--- config.mk ---
export PLATFORM = sky130hd
export DESIGN_NAME = operand_fwd_ctrl
export DESIGN_NICKNAME = d
export VERILOG_FILES = /design/src/rtl/operand_fwd_ctrl.sv
export SDC_FILE = /design/constraint.sdc
export NUM_CORES = 1
export LEC_CHECK = 0
export BUFFER_PORTS_ARGS = -buffer_cell sky130_fd_sc_hd__buf_2
export CAP_MARGIN = 20
export CORE_MARGIN = 2
export CORE_UTILIZATION = 48
export CTS_CLUSTER_SIZE = 20
export DETAILED_ROUTE_END_ITERATION = 12
export GPL_ROUTABILITY_DRIVEN = 0
export PLACE_DENSITY_LB_ADDON = 0.08
export SLEW_MARGIN = 10
export SYNTH_ARGS = -nofsm -noshare
export SYNTH_HDL_FRONTEND = slang
export SYNTH_SLANG_ARGS = --single-unit
--- constraint.sdc ---
create_clock -name clk -period 1.7 [get_ports clk]
set_input_delay 0.085 -clock clk [delete_from_list [all_inputs] [get_ports clk]]
set_output_delay 0.085 -clock clk [all_outputs]
set_load 0.03 [all_outputs]
--- src/rtl/operand_fwd_ctrl.sv ---
// Operand-forwarding control: tracks EX/MEM/WB destinations, drives the ALU A/B
// operand-select buses, and stalls ID for one cycle on a load-use dependency.
module operand_fwd_ctrl #(
    parameter int REG_ADDR_W = 3,
    parameter int CNT_W      = 16
) (
    input  logic                  clk,
    input  logic                  rst_n,
    input  logic                  id_valid,
    input  logic [REG_ADDR_W-1:0] id_rs1,
    input  logic [REG_ADDR_W-1:0] id_rs2,
    input  logic [REG_ADDR_W-1:0] id_rd,
    input  logic                  id_we,
    input  logic                  id_is_load,
    input  logic                  id_use_imm,
    input  logic                  flush,
    output logic                  stall,
    output logic [1:0]            fwd_sel_a,
    output logic [1:0]            fwd_sel_b,
    output logic [CNT_W-1:0]      stall_count
);

    typedef struct packed {
        logic                  vld;
        logic [REG_ADDR_W-1:0] rd;
        logic [REG_ADDR_W-1:0] rs1;
        logic [REG_ADDR_W-1:0] rs2;
        logic                  we;
        logic                  ld;
        logic                  imm;
    } ex_t;

    ex_t                   ex_q, ex_d;
    logic                  mem_vld_q, mem_we_q, mem_ld_q;
    logic [REG_ADDR_W-1:0] mem_rd_q;
    logic                  wb_vld_q, wb_we_q;
    logic [REG_ADDR_W-1:0] wb_rd_q;
    logic [CNT_W-1:0]      cnt_q, cnt_d;

    logic mem_hit_a, mem_hit_b, wb_hit_a, wb_hit_b;

    function automatic logic hit(input logic vld, input logic we,
                                 input logic [REG_ADDR_W-1:0] rd,
                                 input logic [REG_ADDR_W-1:0] r);
        return vld && we && (rd == r) && (r != '0);
    endfunction

    // A load sitting in MEM has no data yet; it is never a 01 source.
    assign mem_hit_a = hit(mem_vld_q & ~mem_ld_q, mem_we_q, mem_rd_q, ex_q.rs1);
    assign mem_hit_b = hit(mem_vld_q & ~mem_ld_q, mem_we_q, mem_rd_q, ex_q.rs2);
    assign wb_hit_a  = hit(wb_vld_q, wb_we_q, wb_rd_q, ex_q.rs1);
    assign wb_hit_b  = hit(wb_vld_q, wb_we_q, wb_rd_q, ex_q.rs2);

    assign stall = id_valid && ex_q.vld && ex_q.we && ex_q.ld && (ex_q.rd != '0) &&
                   ((id_rs1 == ex_q.rd) || ((id_rs2 == ex_q.rd) && !id_use_imm));

    always_comb begin
        fwd_sel_a = 2'b00;
        fwd_sel_b = 2'b00;
        if (ex_q.vld) begin
            if (mem_hit_a)     fwd_sel_a = 2'b01;
            else if (wb_hit_a) fwd_sel_a = 2'b10;
            if (ex_q.imm)      fwd_sel_b = 2'b11;
            else if (mem_hit_b) fwd_sel_b = 2'b01;
            else if (wb_hit_b)  fwd_sel_b = 2'b10;
        end
    end

    // Flush and stall both turn the EX insert into a bubble.
    always_comb begin
        ex_d = '{vld: id_valid & ~stall & ~flush, rd: id_rd, rs1: id_rs1, rs2: id_rs2,
                 we: id_we, ld: id_is_load, imm: id_use_imm};
        cnt_d = cnt_q;
        if (stall && (cnt_q != '1)) cnt_d = cnt_q + CNT_W'(1);
    end

    always_ff @(posedge clk or negedge rst_n) begin
        if (!rst_n) begin
            ex_q      <= '0;
            mem_vld_q <= 1'b0;
            mem_we_q  <= 1'b0;
            mem_ld_q  <= 1'b0;
            mem_rd_q  <= '0;
            wb_vld_q  <= 1'b0;
            wb_we_q   <= 1'b0;
            wb_rd_q   <= '0;
            cnt_q     <= '0;
        end else begin
            ex_q      <= ex_d;
            mem_vld_q <= ex_q.vld;
            mem_we_q  <= ex_q.we;
            mem_ld_q  <= ex_q.ld;
            mem_rd_q  <= ex_q.rd;
            wb_vld_q  <= mem_vld_q;
            wb_we_q   <= mem_we_q;
            wb_rd_q   <= mem_rd_q;
            cnt_q     <= cnt_d;
        end
    end

    assign stall_count = cnt_q;

endmodule

# Word-level counts from Yosys, hierarchy flattened
# Index checks and enable logic that the tools add are counted.
# Widths: inputs -> output; s select.
# totals
regBits,40
latchBits,0
ram_bits,0
rom_bits,0
out_inout_bits,21
wordCells,58
memories,0
# op_classes
n_addsub,1
n_mul,0
n_div,0
order_cmp,0
eq_ne,7
shifts,0
mux,7
n_bitwise,6
reduce_logical,22
# op_table
op,count
$eq 3x3->1,6
$logic_and 1x1->1,17
$add 16x1->16 const B,1
$ne 16x16->1 const B,1
$mux 2,7
$reduce_bool 3->1,3
$and 1x1->1,3
$not 1->1,3
$logic_not 1->1,1
$logic_or 1x1->1,1

# Logic depth before layout (Yosys ltp)
# Gate-level depths: netlist of run 1.
# logic_depth
depth_word,8
mapped_depth,6
ltp_nobuf,5

# Worst setup path after synthesis of run 1
# Ideal clock, no wire load.
# synth_timing
path_kind,register to output
startpoint,register mem_rd_q[1]
endpoint,output port fwd_sel_b[0]
t_arrival_ps,1896
required_time_ps,1615
slack_ps,-281
path_stages_with_launch,5
path_cell_list,dfrtp_1 > or3b_2 > a211oi_1 > o21ai_0 > a21boi_0
# synth_via
elab_chain_len,6
# synth_lines
element,line,source
start: declaration,35,logic [REG_ADDR_W-1:0] mem_rd_q;
start signal: assignment,93,mem_rd_q <= ex_q.rd;
$eq 3x3->1,45,return vld && we && (rd == r) && (r != '0);
$logic_and 1x1->1 (2 in series),45,
$mux 2,64,else if (mem_hit_b) fwd_sel_b = 2'b01;
$mux 2,63,if (ex_q.imm) fwd_sel_b = 2'b11;
$mux 2,60,if (ex_q.vld) begin
end: declaration,19,"output logic [1:0] fwd_sel_b,"
# Every way passes these cells.

# Worst setup path in the final report of run 1
# layout_timing
startpoint,register mem_rd_q[1]
endpoint,output port fwd_sel_b[1]
# The elaborated chain is that of the path after synthesis.

==> results of run 1 <==
[power by group]
| group | internal, W | switching, W |
|---|---|---|
| clock network | 0.000156 | 0.000298 |
| logic | 0.000134 | 0.000132 |
| registers | 0.000990 | 0.0000337 |
[registers in the layout (all words and copies together) (netlist names)]
| signal | cells |
|---|---|
| wb_we_q | 1 |
| wb_rd_q | 3 |
| stall_count | 16 |
| mem_vld_q | 1 |
| mem_rd_q | 3 |
| mem_ld_q | 1 |
| mem_we_q | 1 |
| wb_vld_q | 1 |
| ex_q | 13 |
[worst register-to-register path, stage by stage, from the launching register on]
cell,delay (ns)
dfrtp_1,0.42
buf_6,0.13
xor2_2,0.14
nor3_2,0.22
buf_4,0.17
o21ai_4,0.09
buf_6,0.15
buf_6,0.12
nor3b_2,0.21
xor2_1,0.16
[repair_timing]
item | CTS | global route
cloned | 1 | 0
gates resized for setup | 44 | 23
buffers inserted | 9 | 11
hold buffers | 14 | 0
setup endpoints to repair | 15 | 22
pin swaps | 24 | 27
hold endpoints to repair | 53 | 0
[metrics by stage]
step | hold slack [ns] | area, µm² | worst slack, ns | instances | TNS, ns
6_report | 0.00253 | 2810 | -0.240 | 286 | -1.99
5_1_grt | -0.00744 | 2810 | -0.319 | 286 | -3.86
4_1_cts | 0.00746 | 2610 | -0.182 | 275 | -0.803
3_5_place_dp | -0.00586 | 2140 | -0.120 | 244 | -0.645
3_3_place_gp | -0.00538 | 2140 | -0.0532 | 244 | -0.129
2_1_floorplan | -0.211 | 1780 | 0.0198 | 145 | 0
[path summary, 6_finish.rpt]
check / to / slack (ns) / depth (start not counted)
max: fwd_sel_b[1] / -0.24 / 6
min: ex_q[12] / 0.003 / 2
max reg2reg: stall_count[2] / -0.17 / 9
min reg2reg: mem_ld_q / 0.39 / 0
max in group asynchronous: stall_count[2] / 1.02 / 3
min in group asynchronous: stall_count[15] / 0.14 / 2
[routing by layer]
metal	vias to the layer above	global-route usage	wire, µm
li1	700	-	-
met1	753	0.295	1960
met2	46	0.365	2350
met3	11	0.0469	196
met4	0	0.0798	97
met5	-	0	0
[area by class of cell]
type                       count  share of cell area
inverter                       3             0.00400
tap                           46              0.0205
clock buffer                   7              0.0160
sequential                    40               0.359
timing repair buffer          90               0.245
multi-input combinational    100               0.355
[placed cells by master (no fill, tap or decap), types with 2 or more instances in the layout]
cell | synthesis | routed
dfrtp_1 | 40 | 33
buf_2 | 0 | 31
buf_4 | 1 | 31
xor2_1 | 25 | 23
dlygate4sd3_1 | 0 | 14
buf_6 | 1 | 13
nor3_4 | 1 | 8
nand3_1 | 7 | 7
dfrtp_2 | 0 | 7
nand4_1 | 6 | 6
nor3_2 | 0 | 5
nand2_1 | 6 | 5
clkbuf_4 | 0 | 5
nor4_4 | 0 | 4
nor3b_2 | 1 | 3
xnor2_1 | 4 | 3
and3_1 | 3 | 3
a21oi_1 | 2 | 2
o31a_1 | 2 | 2
inv_1 | 3 | 2
nor2_1 | 4 | 2
xor2_2 | 0 | 2
o21ai_4 | 0 | 2
clkbuf_1 | 1 | 2
[cells by family after synthesis]
family                   count (synthesis)  share of synthesized area
buffers and inverters                    6                     0.0192
adder cells (fa/ha/maj)                  1                    0.00711
AND/OR/NAND/NOR                         57                      0.209
XOR/XNOR                                29                      0.144
flip-flops                              40                      0.569
multiplexers                             1                    0.00640
AO/OA/AOI/OAI                           11                     0.0448
==> flow_metrics.env, run 1 <==
export IMPL_critical_path_class="reg -> out"
export IMPL_synth_top_area_frac=0.569
export IMPL_p_total_w=0.00174
export IMPL_io_buffer_count=36
export IMPL_grt_max_degree=16
export IMPL_setup_violations=19
export IMPL_synth_edf_count=0
export IMPL_syn_instance_count=145
export IMPL_rows=21
export IMPL_via_count=1510
export IMPL_firstDrtPassIters=4
export IMPL_drtIter0Drc=62
export IMPL_hold_path_class="in -> reg"
export IMPL_clkSlewWorstSetupHoldPaths_ns=0.10
export IMPL_crit_slowest_cell="dfrtp_1"
export IMPL_post_synth_top_area_cell="dfrtp_1"
export IMPL_async_reset_ff_frac=1.00
export IMPL_drive_gt1_frac=0.533
export IMPL_outcome="finished, violations left"
export IMPL_crit_buf_inv=1
export IMPL_synth_area_leaders="dfrtp_1 (57%), xor2_1 (12%), nor3_1 (3.7%), nand4_1 (2.1%), nand3_1 (2.0%)"
export IMPL_slowest_delay_ns=0.39
export IMPL_grt_pass1_vias=1504
export IMPL_routed_wl_um=4600
export IMPL_crit_arrival_ns=1.85
export IMPL_viasPerCell=5.28
export IMPL_fin_crit_sh=1.14
export IMPL_period_needed_ns=1.94
export IMPL_fill_cells=189
export IMPL_die_x_um=64.5
export IMPL_dieArea_mm2=0.00417
export IMPL_power_density_mw_per_mm2=620
export IMPL_violations="setup timing"
export IMPL_fin_skew_ns=0.0212
export IMPL_cts_path_max_buffers=2
export IMPL_die_h_um=64.5
export IMPL_crit_path_start_kind="flip-flop"
export IMPL_synth_commonest_cells="dfrtp_1 (40), xor2_1 (25), nor3_1 (13)"
export IMPL_crit_chain="or3b_4, a211oi_2, o21ai_2, a31oi_1, nor2b_1, buf_4"
export IMPL_crit_path_end_kind="primary output"
export IMPL_crit_start="mem_rd_q[1]"
export IMPL_wire_per_inst_um=16.1
export IMPL_grt_pass1_wl_um=6920
export IMPL_gr_total_overflow=0
export IMPL_syn_num_nets=162
export IMPL_insertion_delay_ns=0.36
export IMPL_synth_seq_area_share=0.569
export IMPL_fin_ws_ns=-0.240
export IMPL_required_ns=1.62
export IMPL_syn_avg_cell_area_um2=12.1
export IMPL_nets=257
export IMPL_multiInputGateArea_um2=1000
export IMPL_grt_util_all_layers=0.223
export IMPL_register_area_mm2=0.00101
export IMPL_root_buffer="clkbuf_4"
export IMPL_top_level_ports=37
export IMPL_syn_area_mm2=0.00176
export IMPL_hold_viol=0
export IMPL_cts_sinks=40
export IMPL_path_delay_family="compound AO/OA/AOI/OAI gates"
export IMPL_dpl_hpwl_um=2670
export IMPL_worstPathMaxFanout=2
export IMPL_clock_fmax_mhz=516
export IMPL_min_from="id_valid"
export IMPL_cts_tree="done"
export IMPL_p_leak_nw=1.34
export IMPL_core_mm2=0.00342
export IMPL_drc=0
export IMPL_ys_warn_count=0
export IMPL_ys_types=37
export IMPL_cap_violations=0
export IMPL_ir_drop_mv=0.511
export IMPL_maxSlewViolCount=0
export IMPL_synth_top_flop_cell="dfrtp_1"
export IMPL_numCtsBuffers=5
export IMPL_yosysMostFrequentCell="dfrtp_1"
export IMPL_fin_util=0.823
export IMPL_rsz0062_at_grt="yes"
export IMPL_ys_seq_elements=40
export IMPL_diodes=0
export IMPL_tightest_slew_ns=0.341
export IMPL_slew_headroom=0.773
export IMPL_cts_max_level=2
export IMPL_start_util=0.515
export IMPL_antenna_found_initial=0
export IMPL_r2r_start="ex_q[11]"
export IMPL_ant_nets=0
export IMPL_area_growth_syn_to_layout_pct=59.9
Note: power is estimated with default switching activity, not from simulation.
==> run 2, diff against run 1 <==
- ABC_AREA: unset -> 1
- CORE_UTILIZATION: 48 -> 50
==> run 2 against run 1 <==
The flow now finishes without violations. Final area fell by 4.9%. Via count up 26%. First-iteration DRC count increased by 85%. Critical endpoint is now stall_count[6]. Largest cell class unchanged.
==> flow_metrics.env, run 2 <==
export IMPL_yosysMostFrequentCell="nand2_1"
export IMPL_synth_edf_count=0
export IMPL_crit_path_end_kind="flip-flop"
export IMPL_setup_violations=0
export IMPL_synth_area_leaders="dfrtp_1 (49%), nand2_1 (16%), nor2_1 (5.5%), inv_1 (5.1%), nand3_1 (4.9%)"
export IMPL_maxSlewViolCount=0
export IMPL_crit_start="stall_count[1]"
export IMPL_gr_total_overflow=0
export IMPL_clkSlewWorstSetupHoldPaths_ns=0.08
export IMPL_numCtsBuffers=5
export IMPL_ys_warn_count=0
export IMPL_grt_util_all_layers=0.234
export IMPL_die_x_um=68.0
export IMPL_dpl_hpwl_um=3290
export IMPL_clock_fmax_mhz=621
export IMPL_async_reset_ff_frac=1.00
export IMPL_ys_seq_elements=40
export IMPL_hold_path_class="in -> reg"
export IMPL_rsz0062_at_grt="yes"
export IMPL_grt_max_degree=24
export IMPL_viasPerCell=5.02
export IMPL_firstDrtPassIters=4
export IMPL_hold_viol=0
export IMPL_slew_headroom=0.632
export IMPL_largest_reg_flops=16
export IMPL_grt_pass1_wl_um=8030
export IMPL_cts_path_max_buffers=2
export IMPL_fill_cells=346
export IMPL_crit_end="stall_count[6]"
export IMPL_crit_path_start_kind="flip-flop"
export IMPL_synth_top_area_frac=0.488
export IMPL_syn_instance_count=263
export IMPL_cts_sinks=40
export IMPL_whs_ns=0.0186
export IMPL_multiInputGateArea_um2=938
export IMPL_p_leak_nw=1.38
export IMPL_die_h_um=68.0
export IMPL_io_buffer_count=36
export IMPL_synth_commonest_cells="nand2_1 (90), dfrtp_1 (40), nor2_1 (30)"
export IMPL_finalNonFillerCells=380
export IMPL_dieArea_mm2=0.00463
export IMPL_drc=0
export IMPL_power_density_mw_per_mm2=803
export IMPL_post_synth_top_area_cell="dfrtp_1"
export IMPL_insertion_delay_ns=0.29
export IMPL_ff2ff_path_depth=7
export IMPL_syn_area_mm2=0.00205
export IMPL_crit_arrival_ns=1.80
export IMPL_nets=346
export IMPL_register_area_mm2=0.00101
export IMPL_met1_usage=0.338
export IMPL_r2r_end="stall_count[6]"
export IMPL_final_common_cell="nand2_1"
export IMPL_root_buffer="clkbuf_8"
export IMPL_antenna_found_initial=0
export IMPL_top_level_ports=37
export IMPL_core_mm2=0.00397
export IMPL_ir_drop_mv=0.631
export IMPL_busiest_layer="met2"
export IMPL_synth_top_flop_cell="dfrtp_1"
export IMPL_diodes=0
export IMPL_routed_wl_um=4720
export IMPL_gr_usage_met3=0.0592
export IMPL_drive_gt1_frac=0.215
export IMPL_cap_violations=0
export IMPL_drtIter0Drc=115
export IMPL_r2r_start="stall_count[1]"
export IMPL_rows=23
export IMPL_outcome="complete, no violations"
export IMPL_syn_avg_cell_area_um2=7.80
export IMPL_r2r_slack_ns=0.09
export IMPL_worstPathMaxFanout=16
export IMPL_ant_nets=0
export IMPL_synth_seq_area_share=0.488
export IMPL_fin_crit_sh=0.947
export IMPL_fin_skew_ns=0.00836
export IMPL_cts_tree="done"
export IMPL_placed_cells=353
export IMPL_period_needed_ns=1.61
export IMPL_most_common_layout_cells="nand2_1 (90), dfrtp_1 (35), buf_2 (33)"
export IMPL_ys_types=24
export IMPL_gr_usage_met2=0.352
export IMPL_area_growth_syn_to_layout_pct=30.4
export IMPL_cts_max_level=2
export IMPL_tightest_slew_ns=0.552
export IMPL_required_ns=1.89
export IMPL_wire_per_inst_um=12.4
export IMPL_via_count=1906
export IMPL_syn_num_nets=280
export IMPL_start_util=0.516
export IMPL_grt_pass1_vias=1720
export IMPL_critical_path_class="reg -> reg"
==> run 2: changes by cell type after synthesis, sizes merged, moves of 15 or more <==
cell	before	now
inv	3	30
nand3	7	22
xor2	25	2
nand2	6	91
nor2	4	32
==> run 2: logic make-up after synthesis <==
| kind of cell | synth area share |
|---|---|
| xor gates and xnor gates | 0.0513 |
| adders and majority gates | 0.00610 |
| and+or+nand+nor | 0.365 |
| AOI/OAI and AO/OA | 0.0244 |
| DFF | 0.488 |
| buffers and inverters | 0.0653 |
==> run 2: per-stage QoR <==
step / power [W] / area [µm²] / setup TNS (ns) / utilization / worst slack [ns]
CTS: 0.00214 / 2600 / 0 / 0.655 / 0.0257
finish: 0.00215 / 2680 / 0 / 0.674 / 0.0909
floorplan: 0.00112 / 2050 / 0 / - / 0.0505
global route: 0.00224 / 2680 / -0.0906 / 0.674 / -0.0421
global placement: 0.00120 / 2330 / 0 / 0.586 / 0.146
detailed placement: 0.00120 / 2330 / 0 / 0.586 / 0.0840
==> run 2: cell type report <==
| cell class | count | area share |
|---|---|---|
| clock buffer | 6 | 0.0271 |
| timing repair buffer | 62 | 0.158 |
| tap | 50 | 0.0234 |
| multi-input combinational | 190 | 0.351 |
| inverter | 30 | 0.0421 |
| clock inverter | 2 | 0.0225 |
| sequential | 40 | 0.377 |
==> run 2: worst min path at each step <==
stage                   from         to  slack (ns)  depth (start not counted)
floorplan              rst_n    ex_q[0]       -0.21                          0
global placement       rst_n  mem_vld_q        0.09                          1
detailed placement     rst_n  mem_vld_q        0.11                          1
CTS                 id_valid   ex_q[12]        0.01                          3
global route        id_valid   ex_q[12]        0.01                          3
finish              id_valid   ex_q[12]        0.02                          3
==> run 2: repair_timing <==
action | in CTS | in global routing
hold buffers | 14 | 0
gates cloned | 0 | 0
pin swaps | 0 | 4
resized for setup | 1 | 11
endpoints found under the setup margin | 1 | 19
endpoints found under the hold margin | 35 | 0
buffers inserted | 0 | 5
==> run 2: worst max-delay path, stage by stage (launching register included) <==
cell     delay, ns
dfrtp_2       0.41
ha_2          0.23
nand3_2       0.16
nor2_4        0.19
nand4_4       0.11
buf_4         0.22
nand4_1       0.11
nand2_1       0.06
==> run 2: report_power, final <==
part / switching [W] / internal [W]
logic: 0.000111 / 0.0000925
registers: 0.0000310 / 0.000988
clock network: 0.000339 / 0.000587
total: 0.000481 / 0.00167
==> run 2: routing by layer <==
| metal | vias up | share of wire | wire length [µm] |
|---|---|---|---|
| met4 | 0 | 0.0085 | 40 |
| met2 | 48 | 0.45 | 2120 |
| met1 | 882 | 0.49 | 2320 |
| li1 | 971 | - | - |
| met5 | - | 0 | 0 |
| met3 | 5 | 0.050 | 238 |
